<file path="src/rtl/ahb_arbiter.sv">
// AHB round-robin bus arbiter (PARK/OWN/LOCKED). Lock support is compiled in by AHB_ARB_LOCK_EN.
// Grant moves on hready=1 edges, hmaster/hmastlock follow one hready edge later; hready=0 freezes all state.
`timescale 1ns/1ps
module ahb_arbiter #(
    parameter int DEFAULT_MST = 0,
    parameter int MAX_BEATS   = 16
) (
    input  logic       hclk,
    input  logic       hreset,
    input  logic [3:0] hbusreq,
    input  logic [3:0] hlock,
    input  logic [1:0] htrans,
    input  logic [2:0] hburst,
    input  logic       hready,
    output logic [3:0] hgrant,
    output logic [1:0] hmaster,
    output logic       hmastlock
);

    localparam logic [1:0] DEF_IDX  = 2'(DEFAULT_MST);
    localparam logic [7:0] INCR_LEN = 8'(MAX_BEATS);
    localparam logic [1:0] TR_IDLE   = 2'b00;
    localparam logic [1:0] TR_NONSEQ = 2'b10;
    localparam logic [1:0] TR_SEQ    = 2'b11;

    typedef enum logic [1:0] {PARK, OWN, LOCKED} state_t;

    state_t     state_q, state_d;
    logic [1:0] grant_q, grant_d;
    logic [1:0] hmaster_q, hmaster_d;
    logic       mastlock_q, mastlock_d;
    logic [7:0] cnt_q, cnt_d;
    logic [1:0] rr_q, rr_d;

    logic [3:0] lock_req;
    logic [7:0] tenure_len;
    logic [7:0] cnt_next;
    logic       final_beat;
    logic       owner_on_bus;
    logic       rearb_own;
    logic       do_arb;
    logic [2:0] pick;

`ifdef AHB_ARB_LOCK_EN
    assign lock_req = hlock;
`else
    logic unused_hlock;
    assign unused_hlock = ^hlock;
    assign lock_req     = 4'b0000;
`endif

    // Round-robin search from ptr+1, wrapping back to ptr itself last; msb = any request found.
    function automatic logic [2:0] rr_pick(input logic [3:0] req, input logic [1:0] ptr);
        logic [2:0] res;
        logic [1:0] idx;
        res = {1'b0, ptr};
        for (int i = 4; i >= 1; i--) begin
            idx = ptr + 2'(i);
            if (req[idx]) res = {1'b1, idx};
        end
        return res;
    endfunction

    always_ff @(posedge hclk or posedge hreset) begin
        if (hreset) begin
            state_q    <= PARK;
            grant_q    <= DEF_IDX;
            hmaster_q  <= DEF_IDX;
            mastlock_q <= 1'b0;
            cnt_q      <= 8'd0;
            rr_q       <= DEF_IDX;
        end else begin
            state_q    <= state_d;
            grant_q    <= grant_d;
            hmaster_q  <= hmaster_d;
            mastlock_q <= mastlock_d;
            cnt_q      <= cnt_d;
            rr_q       <= rr_d;
        end
    end

    always_comb begin
        case (hburst)
            3'b000:          tenure_len = 8'd1;
            3'b001:          tenure_len = INCR_LEN;
            3'b010, 3'b011:  tenure_len = 8'd4;
            3'b100, 3'b101:  tenure_len = 8'd8;
            default:         tenure_len = 8'd16;
        endcase
    end

    always_comb begin
        cnt_next = cnt_q;
        if (htrans == TR_NONSEQ)
            cnt_next = 8'd1;
        else if (htrans == TR_SEQ && cnt_q != 8'hFF)
            cnt_next = cnt_q + 8'd1;
    end

    // Burst-based triggers only apply once the granted master actually drives the address phase.
    assign final_beat   = htrans[1] && (cnt_next >= tenure_len);
    assign owner_on_bus = (hmaster_q == grant_q);
    assign rearb_own    = !hbusreq[grant_q] || (owner_on_bus && (htrans == TR_IDLE || final_beat));
    assign pick         = rr_pick(hbusreq, rr_q);

    always_comb begin
        state_d    = state_q;
        grant_d    = grant_q;
        hmaster_d  = hmaster_q;
        mastlock_d = mastlock_q;
        cnt_d      = cnt_q;
        rr_d       = rr_q;
        do_arb     = 1'b0;
        if (hready) begin
            cnt_d      = cnt_next;
            hmaster_d  = grant_q;
            mastlock_d = (state_q == LOCKED);
            case (state_q)
                PARK:    do_arb = |hbusreq;
                OWN:     do_arb = rearb_own;
                LOCKED:  do_arb = !lock_req[grant_q];
                default: do_arb = 1'b1;
            endcase
            if (do_arb) begin
                if (pick[2]) begin
                    grant_d = pick[1:0];
                    rr_d    = pick[1:0];
                    state_d = lock_req[pick[1:0]] ? LOCKED : OWN;
                end else begin
                    grant_d = DEF_IDX;
                    state_d = PARK;
                end
            end
        end
    end

    always_comb begin
        hgrant  = 4'b0001 << grant_q;
        hmaster = hmaster_q;
`ifdef AHB_ARB_LOCK_EN
        hmastlock = mastlock_q;
`else
        hmastlock = 1'b0;
`endif
    end

endmodule

</file>
<file path="config.mk">
export PLATFORM = sky130hd
export DESIGN_NAME = ahb_arbiter
export DESIGN_NICKNAME = d
export VERILOG_FILES = /design/src/rtl/ahb_arbiter.sv
export SDC_FILE = /design/constraint.sdc
export NUM_CORES = 1
export LEC_CHECK = 0
export CAP_MARGIN = 10
export CORE_ASPECT_RATIO = 1.2
export CORE_UTILIZATION = 25
export DETAILED_ROUTE_END_ITERATION = 8
export PLACE_DENSITY = 0.42
export SYNTH_ARGS = -nofsm -noshare
export SYNTH_HDL_FRONTEND = slang
export SYNTH_SLANG_ARGS = --single-unit
export TNS_END_PERCENT = 20
</file>
<file path="constraint.sdc">
create_clock -name hclk -period 4.2 [get_ports hclk]
set_clock_uncertainty 0.05 [all_clocks]
set_input_delay 0.63 -clock hclk [delete_from_list [all_inputs] [get_ports hclk]]
set_output_delay 0.63 -clock hclk [all_outputs]
set_load 0.05 [all_outputs]
</file>
==> results.md, run 1 <==
Run status:
- The run finished with clean final reports.

Yosys:
- Synthesis produced a netlist whose cell count is 148.
- The register bit total from synthesis is 15.
- The register area share after synthesis is 30.06%.
- The mapped netlist covers 1249 sq um.
- Counting flops with an async set or reset pin after synthesis yields a share of 100.0%.
- The synthesized design contains 0 enable-type register cells.
- The predominant post-synthesis flop cell is sky130_fd_sc_hd__dfrtp_1.
- In this run, distinct cell masters in the synthesized netlist total 49.
- The Yosys warning count is 0.
- The number of nets produced by synthesis is 169.
- The average instance area after synthesis is 8.437 sq um.

Place:
- Before CTS, the worst setup slack after placement is 668.1 ps.
- The detailed-placement wirelength estimate is 2283 um.
- Once placement finished, the instance area stood at 1489 sq um.
- The count of port buffers added during placement is 17.
- Routability-driven placement finished with a final weighted congestion of 0.8634.

Route:
- The routed wire length per instance is 13.21 um.
- After detailed routing, the number of remaining DRC violations is 0.
- The via count of the routed design is 1158.
- The detailed router finished its first iteration with 41 violations.
- The count of TritonRoute iterations in the first routing pass is 4.
- The wire length after detailed routing is 2959 um.
- After detailed routing, the number of vias per cell comes to 5.170.
- Once detail routing completed, the nets flagged for antenna violations numbered 0.

Power:
- The internal power of the cells totals 0.0004136 W.
- The switching power as a share of total power is 44.25%.
- In this run the power density over the cells is 483.2 nW/um^2.
- Combinational logic burns 50.7% of the power.
- In this run the static leakage power is 0.6485 nW.
- The maximum vdd drop is 0.1532 mV.
- For this design the total switching power over the nets is 0.0003283 W.
- The proportion of power drawn by the clock network is 16.5%.
- The share of total power in sequential cells is 32.8%.

Final layout:
- The post-route cell area is 1535 sq um.
- The post-route netlist has 12.65% of its cells at a drive strength greater than 1.
- The post-layout utilization of the core is 32.69%.
- The final-stage net count is 188.
- Compared with the post-synthesis result, the final layout area differs by 22.95%.
- The library cell used most frequently in the layout, excluding fill and tap cells, is sky130_fd_sc_hd__clkdlybuf4s50_1.
- The filler cell count is 487.
- The top cell types in the final layout, fill and taps aside, are 17 x sky130_fd_sc_hd__clkdlybuf4s50_1, 15 x sky130_fd_sc_hd__dfrtp_1, 12 x sky130_fd_sc_hd__nand2_1.
- The number of diodes added for antenna fixing is 0.

Global routing:
- The initial antenna violation count came to 0.
- The global-route wire length before repair is 5126 um.
- The overall routing resource usage is 12.57%.
- The number of global-route vias before repair came to 1141.
- Summed over all layers, the global routing overflow is 0.
- The largest net degree at the start of global routing is 18.

Timing:
- For this run, the top clock speed supported by timing is 0.2954 GHz.
- Across all setup checks in the final design, the least slack found is 814.7 ps.
- Setup repair after global routing left no endpoint under its margin.
- Of the available clock period, the critical path in the final layout requires 80.60%.
- The total setup violations reported at the end of the flow is 0.
- The worst path needs 3385 ps of the cycle, external delays included.
- Hold timing on the final database bottoms out at a slack of 503.5 ps.
- The accumulated negative setup slack is 0 ps.
- The worst max-slew margin expressed relative to the limit is 56.11%.
- The number of hold-slack violations in the final timing report is 0.
- The final max-slew violation count is 0.
- For the pin with the worst max-slew slack, the measured transition is 656.3 ps.

Floorplanning:
- The placeable core region is 4696 sq um.
- The die extent in y is 79.42 um.
- For this design the top-level I/O count stands at 23.
- The die is 66.52 um wide.
- For this configuration, the core starts out at a cell density of 26.59%.
- The number of cell rows is 27.
- The die covers 5283 sq um.

Run:
- The number of max-cap violations is 0.

Worst setup path:
- The highest fanout seen on the critical path is 7.
- Among cell families on the critical path, the largest total delay comes from compound AO/OA/AOI/OAI gates.
- The launching element type of the critical path is a flop.
- Data arrives at the worst endpoint at 3470 ps.
- The depth of the worst register-to-register path is 11.
- The number of buffers and inverters on the critical path is 0.
- The type of destination of the critical path is a flop.
- The critical path in this run is classified as flop to flop.
- The largest single stage delay on the critical path is 460 ps.
- The critical path crosses 11 cells after its start point.
- For this design, the slowest cell found on the critical path is sky130_fd_sc_hd__dfrtp_1.
- The signal on the critical path passes through ha_1 -> and4_2 -> a21oi_2 -> nand4_1 -> xor2_1 -> nor2_1 -> ha_1 -> and3_1 -> a221o_1 -> o31a_1 -> a221o_1.
- The required time of the critical path is 4280 ps.

Clocking:
- The quantity of gates resized following cts is 0.
- The number of buffers inserted during clock tree synthesis is 3.
- The clock net sink count is 15.
- Clock-pin slew was measured on the worst setup and hold paths at 60 ps.
- TritonCTS built the clock tree.
- The root buffer cell chosen for the clock tree is sky130_fd_sc_hd__clkbuf_8.
- Counting along the longest clock path gives a buffer depth of 2.
- The later pin in the worst-skew pair is clocked with a latency of 260 ps.
- The deepest level of the CTS H-tree is 1.
- Buffers added to address setup during post-CTS repair amount to 0.
- For this design, the CTS-stage hold fixing added 0 buffers.

Worst hold path:
- Counting instances, the worst hold path has a depth of 1.
- The worst hold path belongs to the class flop to flop.
through the flow:
stage               std cells  total power, W
floorplan                 148       0.0005176
global placement          220       0.0006200
detailed placement        220       0.0006280
CTS                       224       0.0007537
global route              224       0.0008006
finish                    224       0.0007418
sequential cells by signal, summed over array words and instances, names as in the netlist:
name     cells
cnt_q        8
grant_q      2
hmaster      2
rr_q         2
state_q      1
area by class of cell:
type,instances,area (sq um),share of cell area [%]
multi-input cells,119,814.5,53.06
repair buffers,21,200.2,13.04
clock inverters,1,5.005,0.3260
inverters,7,26.28,1.711
well taps,58,72.57,4.727
flip-flops and latches,15,375.4,24.45
clock buffers,3,41.29,2.689
final timing paths:
kind | slack (ps) | end | startpoint
setup / recovery | 810 | grant_q[0] | cnt_q[0]
hold / removal | 500 | hmaster[0] | hmaster[0]
setup reg to reg | 810 | grant_q[0] | cnt_q[0]
hold reg to reg | 500 | hmaster[0] | hmaster[0]
max in group asynchronous | 3000 | cnt_q[1] | hreset
min in group asynchronous | 700 | rr_q[0] | hreset
Yosys cell counts, types with 2 or more instances:
library cell / count / area [sq um]
sky130_fd_sc_hd__o21ai_0: 8 / 40.04
sky130_fd_sc_hd__nand4_1: 2 / 12.51
sky130_fd_sc_hd__nand3_1: 4 / 20.02
sky130_fd_sc_hd__o22ai_1: 2 / 12.51
sky130_fd_sc_hd__a41oi_1: 2 / 17.52
sky130_fd_sc_hd__nor2_1: 9 / 33.78
sky130_fd_sc_hd__mux2_2: 6 / 67.56
sky130_fd_sc_hd__a21oi_1: 10 / 50.05
sky130_fd_sc_hd__nand2_1: 12 / 45.04
sky130_fd_sc_hd__nand2b_1: 9 / 56.30
sky130_fd_sc_hd__buf_2: 2 / 10.01
sky130_fd_sc_hd__inv_1: 7 / 26.28
sky130_fd_sc_hd__a31oi_1: 3 / 18.77
sky130_fd_sc_hd__o21a_1: 2 / 15.01
sky130_fd_sc_hd__xor2_1: 4 / 35.03
sky130_fd_sc_hd__mux2i_1: 2 / 20.02
sky130_fd_sc_hd__nor3_1: 4 / 20.02
sky130_fd_sc_hd__dfrtp_1: 15 / 375.4
sky130_fd_sc_hd__a221o_1: 2 / 20.02
sky130_fd_sc_hd__and2_1: 2 / 12.51
sky130_fd_sc_hd__clkbuf_1: 4 / 15.01
sky130_fd_sc_hd__nor2b_1: 4 / 25.02
sky130_fd_sc_hd__and3_1: 2 / 12.51
sky130_fd_sc_hd__ha_1: 5 / 62.56
sky130_fd_sc_hd__mux2_1: 2 / 22.52
power by group through the flow:
stage,sequential [W],clock (W),combinational (W)
3_3_place_gp,0.000245,0,0.000375
5_1_grt,0.000254,0.000133,0.000413
2_1_floorplan,0.000243,0,0.000274
6_report,0.000244,0.000123,0.000376
4_1_cts,0.000245,0.000127,0.000382
3_5_place_dp,0.000247,0,0.000381
logic make-up (layout without fill, tap and decap cells):
kind of cell | Yosys count | count (layout) | share of synthesized area (%)
multiplexers | 10 | 10 | 8.817
flip-flops | 15 | 15 | 30.06
AND/OR/NAND/NOR | 57 | 57 | 25.55
XOR/XNOR | 5 | 5 | 3.507
buffers and inverters | 14 | 32 | 4.710
AO/OA/AOI/OAI | 41 | 41 | 22.05
other | 1 | 1 | 0.3003
adder cells (fa/ha/maj) | 5 | 5 | 5.010
layer usage:
metal  track usage (%)  wire [um]  up-vias
met5                 0          0        -
met4             5.532         61        0
met3             1.857         92        7
met2             22.55       1544       24
met1             14.42       1260      552
li1                  -          -      575
(Power assumes the default switching activity.)
==> inputs of run 2 (changes only) <==
==> constraint.sdc (replaced) <==
create_clock -name hclk -period 3.15 [get_ports hclk]
set_clock_uncertainty 0.05 [all_clocks]
set_input_delay 0.4725 -clock hclk [delete_from_list [all_inputs] [get_ports hclk]]
set_output_delay 0.4725 -clock hclk [all_outputs]
set_load 0.05 [all_outputs]
==> run 2 against run 1 <==
Sequential share of layout area is 2.2 points lower. Utilization is 3.3 points higher. Hold slack better by 6.2 ps. Routed wire length is 8.3% higher. Critical path depth is 2 higher. Via count is 3.4% higher. Sequential cell count stayed put. First-iteration DRC count is 32% higher. Final cell count is 6.7% higher. Critical path type unchanged.
==> results.md, run 2 (synthesis results as in run 1) <==
Run status:
- Run status: complete, no violations (unchanged).

Place:
- The placed cell count is 232 (was 220).
- The count of port buffers added during placement was 17 (unchanged).
- The detailed-placement wirelength estimate is 2458 um (was 2283 um).
- The pre-CTS setup slack is -175.3 ps (was 668.1 ps).
- The final weighted congestion of routability-driven global placement is 0.8290 (was 0.8634).

Floorplanning:
- The number of cell rows came to 27 (unchanged).
- The total I/O pin count is 23 (unchanged).
- The effective utilization at floorplan is 26.59% (unchanged).
- The die extent in y was 79.42 um (unchanged).
- The placeable core region came to 4696 sq um (unchanged).
- The die span in x is 66.52 um (unchanged).
- The floorplan die area was 5283 sq um (unchanged).

Power:
- The combinational power share is 55.1% (was 50.7%).
- The leakage dissipation is 0.7311 nW (was 0.6485 nW).
- The cell-internal power is 0.0006050 W (was 0.0004136 W).
- The maximum vdd drop is 0.1996 mV (was 0.1532 mV).
- The total power density per cell area came to 624.5 nW/um^2 (was 483.2 nW/um^2).
- The switching power as a share of total power is 42.65% (was 44.25%).
- The share of total power in sequential cells is 29.9% (was 32.8%).
- The proportion of power drawn by the clock network came to 15.0% (was 16.5%).
- The net switching power figure was 0.0004500 W (was 0.0003283 W).

Final layout:
- The share of final-layout standard cells stronger than drive strength 1 is 22.10% (was 12.65%).
- The top register by number of flip-flops is cnt_q (unchanged).
- The commonest non-fill, non-tap cell in the layout is sky130_fd_sc_hd__buf_4 (was sky130_fd_sc_hd__clkdlybuf4s50_1).
- The layout-stage area growth over the synthesis result was 35.27% (was 22.95%).
- The final-stage net count is 203 (was 188).
- The number of diodes added for antenna fixing is 0 (unchanged).
- The post-route non-filler standard cell count is 239 (was 224).
- Top library cells by usage in the layout, fill and taps aside: 19 x sky130_fd_sc_hd__buf_4, 17 x sky130_fd_sc_hd__clkdlybuf4s50_1, 15 x sky130_fd_sc_hd__dfrtp_1 (was 17 x sky130_fd_sc_hd__clkdlybuf4s50_1, 15 x sky130_fd_sc_hd__dfrtp_1, 12 x sky130_fd_sc_hd__nand2_1).
- The number of flip-flops under the largest register name was 8 (unchanged).

Clocking:
- The number of buffers between clock root and the deepest sink was 2 (unchanged).
- The number of buffers inserted during clock tree synthesis came to 3 (unchanged).
- The post-cts hold buffer count came to 0 (unchanged).
- The root buffer cell is sky130_fd_sc_hd__clkbuf_8 (unchanged).
- The deepest level of the CTS H-tree was 1 (unchanged).
- The clock net sink count is 15 (unchanged).
- The CTS tree is done (unchanged).
- The insertion delay of the later-clocked pin in the worst-skew pair is 240 ps (was 260 ps).
- The clock slew seen by the registers of the worst setup and hold paths is 60 ps (about the same).

Timing:
- The worst max-slew margin expressed relative to the limit came to 58.54% (was 56.11%).
- The final max-slew violation count is 0 (unchanged).
- The final cycle utilization of the critical path is 97.20% (was 80.60%).
- The post-route worst setup slack is 88.26 ps (was 814.7 ps).
- The maximum clock frequency came to 0.3266 GHz (was 0.2954 GHz).
- The total setup violations reported at the end of the flow is 0 (unchanged).
- The transition time of the tightest slew-check pin is 621.2 ps (was 656.3 ps).
- The shortest clock period the worst path allows after layout is 3062 ps (was 3385 ps).
- The number of hold-slack violations in the final timing report is 0 (unchanged).

Route:
- The wire length after detailed routing is 3206 um (was 2959 um).
- The iteration-0 DRC count of the detailed router was 54 (was 41).
- The remaining design rule violation count came to 0 (unchanged).
- The via count of the routed design was 1197 (was 1158).
- The via count normalized by instance count was 5.008 (was 5.170).
- The number of nets with antenna violations after detailed routing is 0 (unchanged).
- The count of TritonRoute iterations in the first routing pass is 4 (unchanged).
- The routed wire length per instance is 13.41 um (was 13.21 um).

Worst setup path:
- The family of cells with the greatest summed delay on the critical path is simple AND/OR/NAND/NOR gates (was compound AO/OA/AOI/OAI gates).
- The arrival time at the worst endpoint is 3140 ps (was 3470 ps).
- The highest fanout seen on the critical path is 4 (was 7).
- The required time of the critical path is 3230 ps (was 4280 ps).
- The dominant cell type by count on the critical path is sky130_fd_sc_hd__mux2_4.
- The highest-delay cell along the critical path is sky130_fd_sc_hd__dfrtp_1 (unchanged).
- The type of destination of the critical path is a flop (unchanged).
- The launching element type of the critical path is a flop (unchanged).
- The category of the most critical setup path is flop to flop (unchanged).
- The longest individual stage delay on the worst path was 380 ps (was 460 ps).
- The slack of the worst reg-to-reg path is 90 ps (was 810 ps).
- The beginning of the critical path is cnt_q[0] (unchanged).
- Cell-by-cell trace of the critical path: ha_2 -> and4_4 -> a21oi_4 -> nand4_1 -> xor2_1 -> nor2_1 -> ha_1 -> and3_4 -> nand2_1 -> mux2_4 -> a31oi_4 -> o31a_1 -> mux2_4 (was ha_1 -> and4_2 -> a21oi_2 -> nand4_1 -> xor2_1 -> nor2_1 -> ha_1 -> and3_1 -> a221o_1 -> o31a_1 -> a221o_1).
- The origin of the critical flop-to-flop path was cnt_q[0] (unchanged).
- The number of buffers and inverters on the critical path was 0 (unchanged).

Run:
- The number of max-cap violations is 0 (unchanged).

Global routing:
- The aggregate global routing overflow is 0 (unchanged).
- The largest net degree at the start of global routing is 18 (unchanged).
- The overall routing resource usage was 13.35% (was 12.57%).
- The initial antenna violation count came to 0 (unchanged).
- The number of global-route vias before repair was 1176 (was 1141).
- The global-route wire length before repair is 5451 um (was 5126 um).

Worst hold path:
- The class of the most critical hold timing path is flop to flop (unchanged).
- The hold path startpoint was hmaster[0] (unchanged).
-- run 2: final cells by class --
class | count | area [sq um]
Clock buffer | 4 | 45.04
Fill cell | 482 | 3007
Inverter | 7 | 26.28
Multi-Input combinational cell | 119 | 857.1
Sequential cell | 15 | 375.4
Tap cell | 58 | 72.57
Timing Repair Buffer | 36 | 312.8
-- run 2: power by group through the flow --
stage                     clock [W]  combinational, W  sequential (W)
after floorplan                   0          0.000366        0.000325
after global placement            0          0.000540        0.000314
after detailed placement          0          0.000550        0.000318
after CTS                  0.000166          0.000554        0.000315
after global routing       0.000180          0.000635        0.000326
final                      0.000158          0.000582        0.000315
-- run 2: path summary, 6_finish.rpt --
path / depth (start not counted) / endpoint
max in group asynchronous: 2 / hmaster[0]
worst min-delay path: 1 / hmaster[0]
worst max-delay path: 13 / rr_q[0]
worst min register to register: 1 / hmaster[0]
min in group asynchronous: 2 / rr_q[0]
worst max register to register: 13 / rr_q[0]
-- run 2: routing by layer --
metal / up-vias / GRT usage [%] / part of all wire, %
li1: 608 / - / -
met1: 562 / 14.74 / 43
met2: 23 / 25.00 / 52
met3: 4 / 2.429 / 3.5
met4: 0 / 4.468 / 1.3
met5: - / 0 / 0
-- run 2: per-stage QoR --
stage	area (sq um)	setup TNS, ps	power (W)	utilization [%]	hold slack [ps]
floorplan	1256	0	0.0006907	-	324.0
global placement	1587	-641.8	0.0008543	33.79	486.7
detailed placement	1587	-553.1	0.0008684	33.79	498.9
CTS	1634	0	0.001035	34.80	514.4
global route	1689	-7.843	0.001141	35.97	549.0
finish	1689	0	0.001055	35.97	509.7
-- run 2: timing repair --
item / CTS / global route
gates resized for setup: 1 / 8
hold endpoints to repair: 0 / 0
buffers inserted: 0 / 3
endpoints found under the setup margin: 3 / 3
cloned: 0 / 0
pin swaps: 1 / 12
